**config.mk**
```make
export PLATFORM = sky130hd
export DESIGN_NAME = hazard_ctrl
export DESIGN_NICKNAME = d
export VERILOG_FILES = /design/src/rtl/hazard_ctrl.sv
export SDC_FILE = /design/constraint.sdc
export NUM_CORES = 1
export LEC_CHECK = 0
export ABC_AREA = 1
export BUFFER_PORTS_ARGS = -buffer_cell sky130_fd_sc_hd__buf_4
export CAP_MARGIN = 20
export CORE_MARGIN = 4
export CORE_UTILIZATION = 35
export CTS_CLUSTER_SIZE = 28
export DETAILED_ROUTE_END_ITERATION = 16
export SYNTH_ARGS = -nofsm -noshare
export SYNTH_HDL_FRONTEND = slang
export SYNTH_SLANG_ARGS = --single-unit
```
**constraint.sdc**
```tcl
create_clock -name clk -period 5.5 [get_ports clk]
set_input_delay 1.65 -clock clk [delete_from_list [all_inputs] [get_ports clk]]
set_output_delay 1.65 -clock clk [all_outputs]
set_load 0.005 [all_outputs]
```
**src/rtl/hazard_ctrl.sv**
```systemverilog
// rtl/hazard_ctrl.sv - ID-stage hazard controller: load-use countdown, long-op scoreboard, branch flush, perf counters
module hazard_ctrl #(
  parameter int REG_W      = 5,
  parameter int LOAD_STALL = 1,
  parameter int CNT_W      = 4,
  parameter int NUM_PEND   = 4,
  parameter int PERF_W     = 32
) (
  input  logic              clk,
  input  logic              rst_n,
  input  logic [REG_W-1:0]  id_rs1,
  input  logic [REG_W-1:0]  id_rs2,
  input  logic              id_rs1_used,
  input  logic              id_rs2_used,
  input  logic              id_is_lop,
  input  logic              ex_mem_read,
  input  logic [REG_W-1:0]  ex_rd,
  input  logic              lop_issue,
  input  logic [REG_W-1:0]  lop_rd,
  input  logic              lop_done,
  input  logic [REG_W-1:0]  lop_done_rd,
  input  logic              jb_attempt_branch,
  input  logic              jb_branch_taken,
  input  logic              jb_predict_taken,
  input  logic              jb_jump,
  output logic              stall,
  output logic              flush,
  output logic              mispredict,
  output logic              sb_full,
  output logic [PERF_W-1:0] perf_mispredicts,
  output logic [PERF_W-1:0] perf_stall_cycles
);

  localparam bit LU_EN = (LOAD_STALL != 0);
  localparam bit MULTI = (LOAD_STALL > 1);
  localparam logic [CNT_W-1:0] CNT_INIT = MULTI ? CNT_W'(LOAD_STALL - 2) : '0;

  typedef enum logic {IDLE, COUNT} state_t;

  state_t            state, state_nx;
  logic [CNT_W-1:0]  cnt, cnt_nx;
  logic [NUM_PEND-1:0] sb_valid, alloc_oh, free_oh;
  logic [REG_W-1:0]  sb_rd [NUM_PEND];
  logic [PERF_W-1:0] mis_cnt, stall_cnt;
  logic lu_hit, lu, sb_hit, sb_stall, lu_fsm_stall, do_alloc;
  logic alloc_found, free_found;

  always_comb begin
    lu_hit = (ex_rd != '0) &&
             ((id_rs1_used && id_rs1 == ex_rd) || (id_rs2_used && id_rs2 == ex_rd));
  end

  // A long op completing this cycle is bypassed from WB, so its entry does not stall ID.
  always_comb begin
    sb_hit      = 1'b0;
    alloc_oh    = '0;
    free_oh     = '0;
    alloc_found = 1'b0;
    free_found  = 1'b0;
    for (int i = 0; i < NUM_PEND; i++) begin
      if (sb_valid[i] && sb_rd[i] != '0 &&
          ((id_rs1_used && id_rs1 == sb_rd[i]) || (id_rs2_used && id_rs2 == sb_rd[i])) &&
          !(lop_done && sb_rd[i] == lop_done_rd))
        sb_hit = 1'b1;
      if (!sb_valid[i] && !alloc_found) begin
        alloc_oh[i] = 1'b1;
        alloc_found = 1'b1;
      end
      if (sb_valid[i] && sb_rd[i] == lop_done_rd && !free_found) begin
        free_oh[i] = 1'b1;
        free_found = 1'b1;
      end
    end
  end

  assign sb_full    = &sb_valid;
  assign mispredict = rst_n & jb_attempt_branch & (jb_branch_taken ^ jb_predict_taken);
  assign flush      = rst_n & (mispredict | jb_jump);
  assign lu         = LU_EN & ex_mem_read & lu_hit;
  assign sb_stall   = sb_hit | (id_is_lop & sb_full);
  assign stall      = rst_n & ~flush & (lu_fsm_stall | sb_stall);
  assign do_alloc   = lop_issue & ~stall & ~flush & (lop_rd != '0) & ~sb_full;

  assign perf_mispredicts  = mis_cnt;
  assign perf_stall_cycles = stall_cnt;

  // First stall cycle comes from IDLE; COUNT supplies the remaining LOAD_STALL-1.
  always_comb begin
    state_nx     = state;
    cnt_nx       = cnt;
    lu_fsm_stall = 1'b0;
    case (state)
      IDLE: begin
        if (lu) begin
          lu_fsm_stall = 1'b1;
          if (!flush && MULTI) begin
            state_nx = COUNT;
            cnt_nx   = CNT_INIT;
          end
        end
      end
      COUNT: begin
        lu_fsm_stall = 1'b1;
        if (flush) begin
          state_nx = IDLE;
          cnt_nx   = '0;
        end else if (cnt == '0) begin
          state_nx = IDLE;
        end else begin
          cnt_nx = cnt - CNT_W'(1);
        end
      end
      default: begin
        state_nx = IDLE;
        cnt_nx   = '0;
      end
    endcase
  end

  always_ff @(posedge clk or negedge rst_n) begin
    if (!rst_n) begin
      state <= IDLE;
      cnt   <= '0;
    end else begin
      state <= state_nx;
      cnt   <= cnt_nx;
    end
  end

  always_ff @(posedge clk or negedge rst_n) begin
    if (!rst_n) begin
      sb_valid <= '0;
      for (int i = 0; i < NUM_PEND; i++) sb_rd[i] <= '0;
    end else begin
      for (int i = 0; i < NUM_PEND; i++) begin
        if (lop_done && free_oh[i]) sb_valid[i] <= 1'b0;
        if (do_alloc && alloc_oh[i]) begin
          sb_valid[i] <= 1'b1;
          sb_rd[i]    <= lop_rd;
        end
      end
    end
  end

  always_ff @(posedge clk or negedge rst_n) begin
    if (!rst_n) begin
      mis_cnt   <= '0;
      stall_cnt <= '0;
    end else begin
      if (mispredict && mis_cnt != '1) mis_cnt <= mis_cnt + PERF_W'(1);
      if (stall && stall_cnt != '1) stall_cnt <= stall_cnt + PERF_W'(1);
    end
  end

endmodule

```
==> After elaboration in Yosys (flattened, before gate mapping) <==
Cells that the tools add are included.
{ "op_classes": {"n_addsub": 3, "eq_ne": 17, "muxes": 31, "bitwise_logic": 19, "reduce_logical": 77} }
{ "op_table": {"columns": ["op", "count"], "rows": [
  ["equality test 5 bit", 14],
  ["adder 32 x 1 -> 32 bit (second input constant)", 2],
  ["inequality test 32 bit (second input constant)", 2],
  ["logical AND 1 bit", 47],
  ["nonzero test 5 bit", 6],
  ["2-to-1 mux 1 bit", 28],
  ["logical NOT 1 bit", 12],
  ["AND 1 bit", 11],
  ["2-to-1 mux 4 bit", 2],
  ["nonzero test 2 bit", 4],
  ["logical OR 1 bit", 5],
  ["logical NOT 4 bit", 1],
  ["inverter 1 bit", 4],
  ["AND reduction 4 bit", 1],
  ["subtractor 4 x 1 -> 4 bit (second input constant)", 1],
  ["OR 1 bit", 3],
  ["inequality test 2 bit (second input constant)", 1],
  ["one-hot mux 1 bit (2 select lines)", 1],
  ["AND reduction 2 bit", 1],
  ["XOR 1 bit", 1]
]} }
{ "word_totals": {"register_bits": 93, "input_bits": 37, "out_inout_bits": 68, "word_cells": 159} }

==> Longest topological paths before layout <==
{ "depth": {"depth_word": 19, "depth_mapped": 16, "ltp_nobuf": 14} }

==> Worst setup path before layout <==
OpenSTA, ideal clock, no wires.
{ "synth_timing": {"path_kind": "input -> output", "from": "in lop_done_rd[4]", "to": "out stall", "arrival_ps": 2786, "t_required_ps": 3850, "slack_ps": 1064, "cell_stages": 13, "n_path_buf": 2, "cell_sequence": "buf_2 > inv_2 > nand2_1 > nand2_1 > nor2_1 > nand3_1 > nand2_1 > inv_1 > nand2_1 > nand3_1 > o21bai_4 > inv_2 > buf_2"} }
{ "synth_via": {"elab_chain_cells": 11, "word_cells_on_any_way": 23, "cone_classes": "4 x eq/ne; 4 x mux; 3 x bitwise; 12 x reduce/logical"} }
{ "synth_rtl": {"columns": ["element", "line", "text"], "rows": [
  ["start: declaration", "21", "input logic [REG_W-1:0] lop_done_rd,"],
  ["equality test 5 bit", "63", "!(lop_done && sb_rd[i] == lop_done_rd))"],
  ["logical AND 1 bit", "63", null],
  ["logical NOT 1 bit", "63", null],
  ["logical AND 1 bit", "62", "((id_rs1_used && id_rs1 == sb_rd[i]) || (id_rs2_used && id_rs2 == sb_rd[i])) &&"],
  ["2-to-1 mux 1 bit (3 in series)", "61", "if (sb_valid[i] && sb_rd[i] != '0 &&"],
  ["2-to-1 mux 1 bit (*)", "61", null],
  ["OR 1 bit (*)", "80", "assign sb_stall = sb_hit | (id_is_lop & sb_full);"],
  ["OR 1 bit (*)", "81", "assign stall = rst_n & ~flush & (lu_fsm_stall | sb_stall);"],
  ["AND 1 bit (*)", "81", null],
  ["end: declaration", "26", "output logic stall,"]
]} }
Every way passes the cells marked *; elsewhere a longest branch is shown, timed or not.

==> Worst setup path after layout <==
{ "layout_timing": {"from": "in lop_done_rd[0]", "to": "out stall"} }
Same word-level chain as after synthesis.

==> reports/results.txt <==
Yosys cell types: 34
Crit. End Element: primary output
Initial Utilization: 0.359
Die width: 142 microns
R2r startpoint: perf_stall_cycles[1]$_DFFE_PN0P_
Clk sinks: 93
Post-synth top area cell: dfrtp_1
Worst-path clk slew: 0.06 ns
Hold Buf Count CTS: 0
First-pass GRT wire length: 30800 microns
IO Pins: 105
Port bufs: 104
Clock Tree Buf Depth: 2
Worst-Skew Late Latency: 0.34 ns
Sequential-to-total area share from yosys stat: 0.373
Reg-to-reg critical path endpoint: perf_stall_cycles[9]$_DFFE_PN0P_
#FFs+latches synth: 93
Layout area overhead: 21.1%
Final Skew: 0.0128 ns
Full die area: 20100 sq um
CTS tree: built
Worst Setup EP: stall
Vias: 6275
Critical Path AT: 2.90 ns
Final count of pins violating max slew: 0
Most frequent cells in the layout: nand2_1, buf_4, nor2_1
Post-synthesis cell area: 6250 sq um
Sequential Area: 2330 sq um
Residual DRC: 0
Core Box Area: 17400 sq um
Largest net degree at the start of global routing: 66
Detailed Route WL: 19100 microns
Fill cells: 1853
N_diodes: 0
Worst-path fanout max: 4
Layout cells sized above 1: 0.143
FP Rows: 48
Congestion Overflow GR: 0
# nets final: 1055
Tmin final: 4.55 ns
GRT Util Overall: 0.190
Gate Count Post-Synth: 914
Hpwl dp: 14700 microns
Fmax: 220 MHz
Slew margin rel.: 0.429
FF-to-FF path depth: 11
Req. time, crit path: 3.85 ns
First-pass iteration count of the detailed router: 4
Worst hold-check path type: flop to flop
Least-Margin Pin Slew: 0.856 ns
TritonCTS Buffers: 9
DRT antenna net count: 0
RSZ-0062 raised after global routing: false
VDD IR max: 0.161 mV
Chip height: 142 microns
Worst Hold Path Cells: 1
Area of the multi-input gates: 3450 sq um
Max-Cap Viols: 0
Vias in the first global route: 6120
FF-to-FF setup slack: 2.75 ns
Post-CTS Setup Repair Bufs: 0
Fin Setup TNS: 0 ns
Final setup viols: 0
Initial drt markers: 461
Final Hold Viols: 0
Via density per instance: 5.04
Final period utilization: 0.828
Area share of the largest cell type after synthesis: 0.373
Final core utilization: 0.434
Kind of critical path: input port to primary output
Syn_nets: 954
Status: complete, no violations
Yosys warns: 0
Placer Congestion: 1.03
Drt wl/cell: 15.3 microns
Initial antenna violation count: 0
Leak: 3.95 nW
Clk root buf: clkbuf_16
Htree depth: 3
Startpoint Class: input port
Most common cell after layout, fill and taps aside: nand2_1
Crit. Startpoint: lop_done_rd[0]
CTS resizes: 0
Top post-synthesis cells by area: dfrtp_1, nand2_1, xor2_1
Syn Area/Cell: 6.84 sq um
PwrDens: 312 nW/um^2
## cell families after synthesis
kind of cell,Yosys count,share of synthesized area
simple gates,584,0.402
fa+ha+maj,3,0.00601
compound gates,48,0.0439
flops,93,0.373
xor+xnor,71,0.0995
buf+inv,115,0.0759
## sequential cells by signal (all words and copies together), names as in the netlist
signal	cells
state	1
sb_valid	4
sb_rd	20
perf_mispredicts	32
perf_stall_cycles	32
cnt	4
## routing by layer
layer | GRT usage | vias up | share of wire
li1 | - | 3144 | -
met1 | 0.266 | 2889 | 0.47
met2 | 0.297 | 201 | 0.45
met3 | 0.0297 | 41 | 0.057
met4 | 0.0687 | 0 | 0.025
met5 | 0 | - | 0
## worst min-delay path by stage
stage,endpoint,startpoint
floorplan,sb_rd[5]$_DFFE_PN0P_,sb_rd[5]$_DFFE_PN0P_
global placement,perf_mispredicts[25]$_DFFE_PN0P_,perf_mispredicts[25]$_DFFE_PN0P_
detailed placement,perf_stall_cycles[31]$_DFFE_PN0P_,perf_stall_cycles[31]$_DFFE_PN0P_
CTS,perf_mispredicts[25]$_DFFE_PN0P_,perf_mispredicts[25]$_DFFE_PN0P_
global route,perf_mispredicts[15]$_DFFE_PN0P_,perf_mispredicts[15]$_DFFE_PN0P_
finish,perf_mispredicts[25]$_DFFE_PN0P_,perf_mispredicts[25]$_DFFE_PN0P_
## power breakdown
group          switching (mW)  leakage, nW  total (mW)  internal, mW
clock                   0.268        0.162       0.692         0.424
combinational           0.441         2.58       0.702         0.261
sequential              0.174         1.21       0.963         0.789
## critical path: stages
cell and delay, ns:
buf_4 0.12, inv_1 0.10, nand2_1 0.07, nand2_1 0.05, nor2_1 0.08, nand3_1 0.12
nand2_1 0.08, inv_1 0.04, nand2_1 0.07, nand3_1 0.12, o21bai_4 0.20, inv_2 0.07
buf_4 0.14
## Yosys cell counts
| cell | count |
|---|---|
| a211oi_2 | 1 |
| a21oi_1 | 3 |
| a21oi_2 | 1 |
| a22oi_1 | 1 |
| buf_2 | 10 |
| buf_4 | 1 |
| buf_6 | 3 |
| clkbuf_1 | 2 |
| clkbuf_2 | 3 |
| dfrtp_1 | 93 |
| ha_1 | 3 |
| inv_1 | 87 |
| inv_2 | 9 |
| nand2_1 | 314 |
| nand2_2 | 2 |
| nand2_4 | 1 |
| nand3_1 | 74 |
| nand3_2 | 1 |
| nand4_1 | 42 |
| nor2_1 | 105 |
| nor2_2 | 1 |
| nor3_1 | 28 |
| nor3_2 | 2 |
| nor3_4 | 1 |
| nor3b_1 | 2 |
| nor4_1 | 10 |
| nor4_2 | 1 |
| o21ai_0 | 30 |
| o21ai_1 | 7 |
| o21bai_4 | 1 |
| o22ai_1 | 3 |
| o31ai_1 | 1 |
| xnor2_1 | 23 |
| xor2_1 | 48 |
## layout make-up
| cell class | instances | share of cell area |
|---|---|---|
| Multi-Input combinational cell | 706 | 0.455 |
| Sequential cell | 93 | 0.308 |
| Timing Repair Buffer | 109 | 0.108 |
| Inverter | 96 | 0.0476 |
| Tap cell | 225 | 0.0372 |
| Clock buffer | 11 | 0.0334 |
| Clock inverter | 5 | 0.0107 |
## stage by stage
| step | instance area, sq um | worst slack [ns] | power (mW) | instances | hold WS (ns) |
|---|---|---|---|---|---|
| after CTS | 7570 | 0.937 | 2.37 | 1245 | 0.509 |
| final | 7570 | 0.948 | 2.36 | 1245 | 0.503 |
| after global routing | 7570 | 0.816 | 2.53 | 1245 | 0.541 |
| after floorplan | 6250 | 1.06 | 1.40 | 914 | 0.464 |
| after global placement | 7230 | 0.922 | 1.68 | 1229 | 0.483 |
| after detailed placement | 7230 | 0.938 | 1.68 | 1229 | 0.492 |
No activity file was read; power rests on OpenSTA's default activity.
